**src/rtl/fetch_unit.sv**
```systemverilog
// Instruction fetch unit: sequential PC generation, single-outstanding imem request,
// 2-entry {pc, word} buffer toward the datapath, and redirect with stale-response discard.
module fetch_unit #(
  parameter logic [31:0] RESET_PC = 32'h0000_0000
) (
  input  logic        clk,
  input  logic        rst_n,
  input  logic        redirect,
  input  logic [31:0] redirect_pc,
  output logic        imem_req,
  output logic [31:0] imem_addr,
  input  logic        imem_ready,
  input  logic        imem_rvalid,
  input  logic [31:0] imem_rdata,
  output logic        instr_valid,
  output logic [31:0] instr,
  output logic [31:0] instr_pc,
  input  logic        instr_ready
);

  typedef enum logic [1:0] {StReq, StWait, StDiscard} state_e;

  state_e      state_q, state_d;
  logic [31:0] fetch_pc_q, fetch_pc_d;
  logic [31:0] tag_pc_q, tag_pc_d;
  logic [31:0] buf_pc_q   [2];
  logic [31:0] buf_word_q [2];
  logic        rd_ptr_q, rd_ptr_d;
  logic        wr_ptr_q, wr_ptr_d;
  logic [1:0]  count_q, count_d;
  logic        accept;
  logic        push;
  logic        pop;

  // Gated by rst_n so no request is presented while reset is held.
  assign imem_req    = rst_n && (state_q == StReq) && (count_q != 2'd2);
  assign imem_addr   = fetch_pc_q;
  assign accept      = imem_req && imem_ready;
  assign instr_valid = (count_q != 2'd0);
  assign instr       = buf_word_q[rd_ptr_q];
  assign instr_pc    = buf_pc_q[rd_ptr_q];
  assign pop         = instr_valid && instr_ready;

  always_comb begin
    state_d    = state_q;
    fetch_pc_d = fetch_pc_q;
    tag_pc_d   = tag_pc_q;
    push       = 1'b0;

    case (state_q)
      StReq: begin
        if (accept) begin
          tag_pc_d = fetch_pc_q;
          state_d  = redirect ? StDiscard : StWait;
        end
      end
      StWait: begin
        // A response that lands with a redirect is stale; it still retires the request.
        if (imem_rvalid) begin
          push    = !redirect;
          state_d = StReq;
        end else if (redirect) begin
          state_d = StDiscard;
        end
      end
      StDiscard: begin
        if (imem_rvalid) begin
          state_d = StReq;
        end
      end
      default: state_d = StReq;
    endcase

    if (redirect) begin
      fetch_pc_d = {redirect_pc[31:2], 2'b00};
    end else if (accept) begin
      fetch_pc_d = fetch_pc_q + 32'd4;
    end
  end

  always_comb begin
    count_d  = count_q;
    rd_ptr_d = rd_ptr_q;
    wr_ptr_d = wr_ptr_q;
    if (redirect) begin
      count_d  = 2'd0;
      rd_ptr_d = 1'b0;
      wr_ptr_d = 1'b0;
    end else begin
      rd_ptr_d = rd_ptr_q ^ pop;
      wr_ptr_d = wr_ptr_q ^ push;
      unique case ({push, pop})
        2'b10:   count_d = count_q + 2'd1;
        2'b01:   count_d = count_q - 2'd1;
        default: count_d = count_q;
      endcase
    end
  end

  always_ff @(posedge clk or negedge rst_n) begin
    if (!rst_n) begin
      state_q    <= StReq;
      fetch_pc_q <= RESET_PC;
      tag_pc_q   <= '0;
      count_q    <= 2'd0;
      rd_ptr_q   <= 1'b0;
      wr_ptr_q   <= 1'b0;
      for (int i = 0; i < 2; i++) begin
        buf_pc_q[i]   <= '0;
        buf_word_q[i] <= '0;
      end
    end else begin
      state_q    <= state_d;
      fetch_pc_q <= fetch_pc_d;
      tag_pc_q   <= tag_pc_d;
      count_q    <= count_d;
      rd_ptr_q   <= rd_ptr_d;
      wr_ptr_q   <= wr_ptr_d;
      if (push) begin
        buf_pc_q[wr_ptr_q]   <= tag_pc_q;
        buf_word_q[wr_ptr_q] <= imem_rdata;
      end
    end
  end

endmodule

```
**config.mk**
```make
export PLATFORM = sky130hd
export DESIGN_NAME = fetch_unit
export DESIGN_NICKNAME = d
export VERILOG_FILES = /design/src/rtl/fetch_unit.sv
export SDC_FILE = /design/constraint.sdc
export NUM_CORES = 1
export LEC_CHECK = 0
export CAP_MARGIN = 20
export CORE_ASPECT_RATIO = 0.9
export CORE_MARGIN = 2
export CORE_UTILIZATION = 52
export DETAILED_ROUTE_END_ITERATION = 12
export PLACE_DENSITY = 0.8
export SYNTH_ARGS = -nofsm -noshare
export SYNTH_HDL_FRONTEND = slang
export SYNTH_SLANG_ARGS = --single-unit
```
**constraint.sdc**
```tcl
create_clock -name clk -period 2.29 [get_ports clk]
set_clock_uncertainty 0.15 [all_clocks]
set_input_delay 0.458 -clock clk [delete_from_list [all_inputs] [get_ports clk]]
set_output_delay 0.458 -clock clk [all_outputs]
set_load 0.1 [all_outputs]
```
==> results by group <==
Worst setup path
  – Startpoint Class: flop
  – Crit-path cells: buf_12 > buf_6 > mux2_2 > buf_12
  – Worst Path Buf+Inv: 3
  – Worst Path Arrival: approximately 1700 ps
  – CP endpoint kind: output port
  – CP max FO: 11
  – Critical path required time: ~1700 ps
  – Setup CP Type: reg2out
  – Crit path max-delay family: buffers and inverters
  – Slowest stage delay, CP: between 300 and 400 ps
  – Slowest cell on crit path: dfrtp_2
  – Most frequent CP cell: buf_12

Layout
  – Most frequent cells in the layout: mux2_2 (172), dfrtp_1 (166), nand2_1 (119)
  – Number of fill cells: 1039
  – Most common cell after layout, fill and taps aside: mux2_2
  – Area of the multi-input gates: 3650 µm²
  – Nets: around 940
  – Finished Core Util: 0.740
  – Share of cells above drive strength 1: 0.431
  – Final cell count without fillers: 1091
  – Reg area: 4810 µm²
  – # diodes: 0
  – P&R area growth vs syn: 39.7%

Drt
  – DRT antenna net count: 0
  – WL per Instance: about 19 µm
  – DRT Wirelength: 20.7 mm
  – Drt drc: 0
  – Vias/cell: ~5.5
  – Pre-antenna DRT Iters: 6
  – DRT iter0 DRCs: 327
  – DR vias: 6047

Timing
  – Setup-failing EPs final: 28
  – Slew Limit Headroom: 0.324
  – Final hold viol count: 0
  – Setup slack after layout: -14.0 ps
  – Highest clock rate: 434 MHz
  – Final period util: 1.01
  – Slew at the pin closest to its max-slew limit: just over 1000 ps
  – Min Tclk post-route: ~2300 ps
  – RSZ-0062 raised after global routing: yes
  – Final hold slack: 111 ps
  – Max Transition Viols Final: 0

Power and ir drop
  – Total power per unit cell area: 1200 nW/µm²
  – Leak: 5.38 nW
  – VDD IR max: between 0.9 and 1 mV

Yosys
  – Flops & latches, synth: between 150 and 200
  – Top_reg_cell synth: dfrtp_1
  – Mapped Area: about 8500 µm²
  – Synth cell types: 36
  – Async set or reset register ratio after synthesis: 1.00
  – Sequential-to-total area share from yosys stat: 0.559
  – Gate count of the mapped netlist: ~700
  – Syn_area_per_cell: roughly 12 µm²
  – Yosys warning total: 0
  – Post-synth EDFFs: 0

Floorplan
  – Die height: between 100 and 150 µm
  – Core area: around 16000 µm²
  – Chip Width: 139 µm
  – FP Rows: 44
  – Total die area: between 15000 and 20000 µm²
  – Starting Density: 0.529
  – IO Pins: roughly 170

Clocking
  – Clock latency on the worst-skew pair: between 400 and 500 ps
  – CTS tree: yes
  – Clock Pin Slew Worst Setup and Hold Paths: 80 ps
  – Clock tree sinks: 190
  – Root buffer cell: clkbuf_16
  – H-tree depth: 4
  – Clock Tree Buf Depth: 2
  – Total CTS buffers: 17

GRT
  – Total GRT Usage: 0.235
  – GR Overflow Total: 0
  – Vias in the first global route: roughly 6500
  – First-pass GRT wire length: approximately 33 mm
  – Largest net degree at the start of global routing: 191
  – Initial antenna violation count: 0

Status
  – Status: complete, but fails checks
  – Failing checks: negative setup slack

Placed design
  – Cells after DPL: about 1100
  – GP Congestion: 0.889
  – Post-DP HPWL: approximately 14 mm
  – I/O Buffers: 161
  – Dpl ws: -141 ps

Job
  – Max-cap violations: 0

Worst hold path
  – Hold WC Path Type: in2async
## where the power goes
part           total (mW)  leakage, nW  switching, mW  internal, mW
Clock                2.93        0.291           1.45          1.48
Sequential           4.39         2.46          0.414          3.97
Combinational        7.00         2.63           4.46          2.54
Total                14.3         5.38           6.32          7.99
## cells in the mapped netlist (all sizes together) (5+ instances only)
master  count  area share
nand4      13      0.0096
xnor2      21       0.022
buf        19       0.011
o21ai      38       0.022
nand2     119       0.052
clkbuf     26       0.011
dfrtp     190        0.56
nor4       10      0.0088
nand3      10      0.0065
mux2      186        0.25
inv         8      0.0035
nor2       11      0.0049
xor2        9      0.0093
nor3        8      0.0047
or3         5      0.0043
## area by class of cell
type | count | share of cell area
clock buffer | 17 | 0.0358
clock inverter | 15 | 0.0140
inverter | 8 | 0.00252
multi-input combinational | 462 | 0.307
sequential | 190 | 0.404
tap | 207 | 0.0218
timing repair buffer | 192 | 0.215
## state kept, by name, summed over array words and instances (netlist names)
register    flops
buf_pc_q       60
buf_word_q     64
count_q         2
imem_addr      30
rd_ptr_q        1
state_q         2
tag_pc_q       30
wr_ptr_q        1
## per-layer routing
metal  GRT usage  part of all wire  up-vias  wire [µm]
met2       0.391              0.48      212      10100
met3      0.0632             0.064       31       1320
met5           0                 0        -          0
li1            -                 -     2758          -
met4      0.0642             0.016        0        341
met1       0.308              0.44     3046       9030
## through the flow
step	instance area [µm²]	power, mW	TNS, ps
2_1_floorplan	8600	8.83	-2070
3_3_place_gp	11200	11.2	-4090
3_5_place_dp	11200	11.4	-12250
4_1_cts	11800	14.3	-2220
5_1_grt	11900	14.8	-2850
6_report	11900	14.3	-189
## path summary, 6_finish.rpt
check	startpoint	slack, ps	endpoint	depth (start not counted)
setup reg to reg	imem_addr[12]	120	imem_addr[31]	5
setup / recovery	rd_ptr_q	-10	instr[5]	4
hold / removal	rst_n	110	imem_addr[27]	2
max in group asynchronous	rst_n	1020	imem_addr[9]	2
min in group clk	tag_pc_q[15]	350	tag_pc_q[15]	2
hold reg to reg	tag_pc_q[15]	350	tag_pc_q[15]	2
## logic make-up (layout without fill, tap and decap cells)
kind of cell,count (synthesis),count (layout),share of synthesized area
AND/OR/NAND/NOR,196,196,0.107
buffers and inverters,53,232,0.0256
AO/OA/AOI/OAI,42,42,0.0257
other,1,4,0.000441
multiplexers,187,187,0.247
flip-flops,190,190,0.559
adder cells (fa/ha/maj),3,3,0.00441
XOR/XNOR,30,30,0.0309
## worst reg2reg max path, cell delays in order, from the launching register on
cell and delay (ps):
dfrtp_4 470, nand3_1 160, or3_4 420, or3_1 340
or3_1 370, a31oi_1 180
## what timing repair did
action | CTS | global route
endpoints found under the hold margin | 0 | 0
setup endpoints to repair | 62 | 59
resized for setup | 3 | 14
setup buffers | 0 | 1
cloned | 0 | 3
hold buffers | 0 | 0
Power figures use the tool's default switching activity.
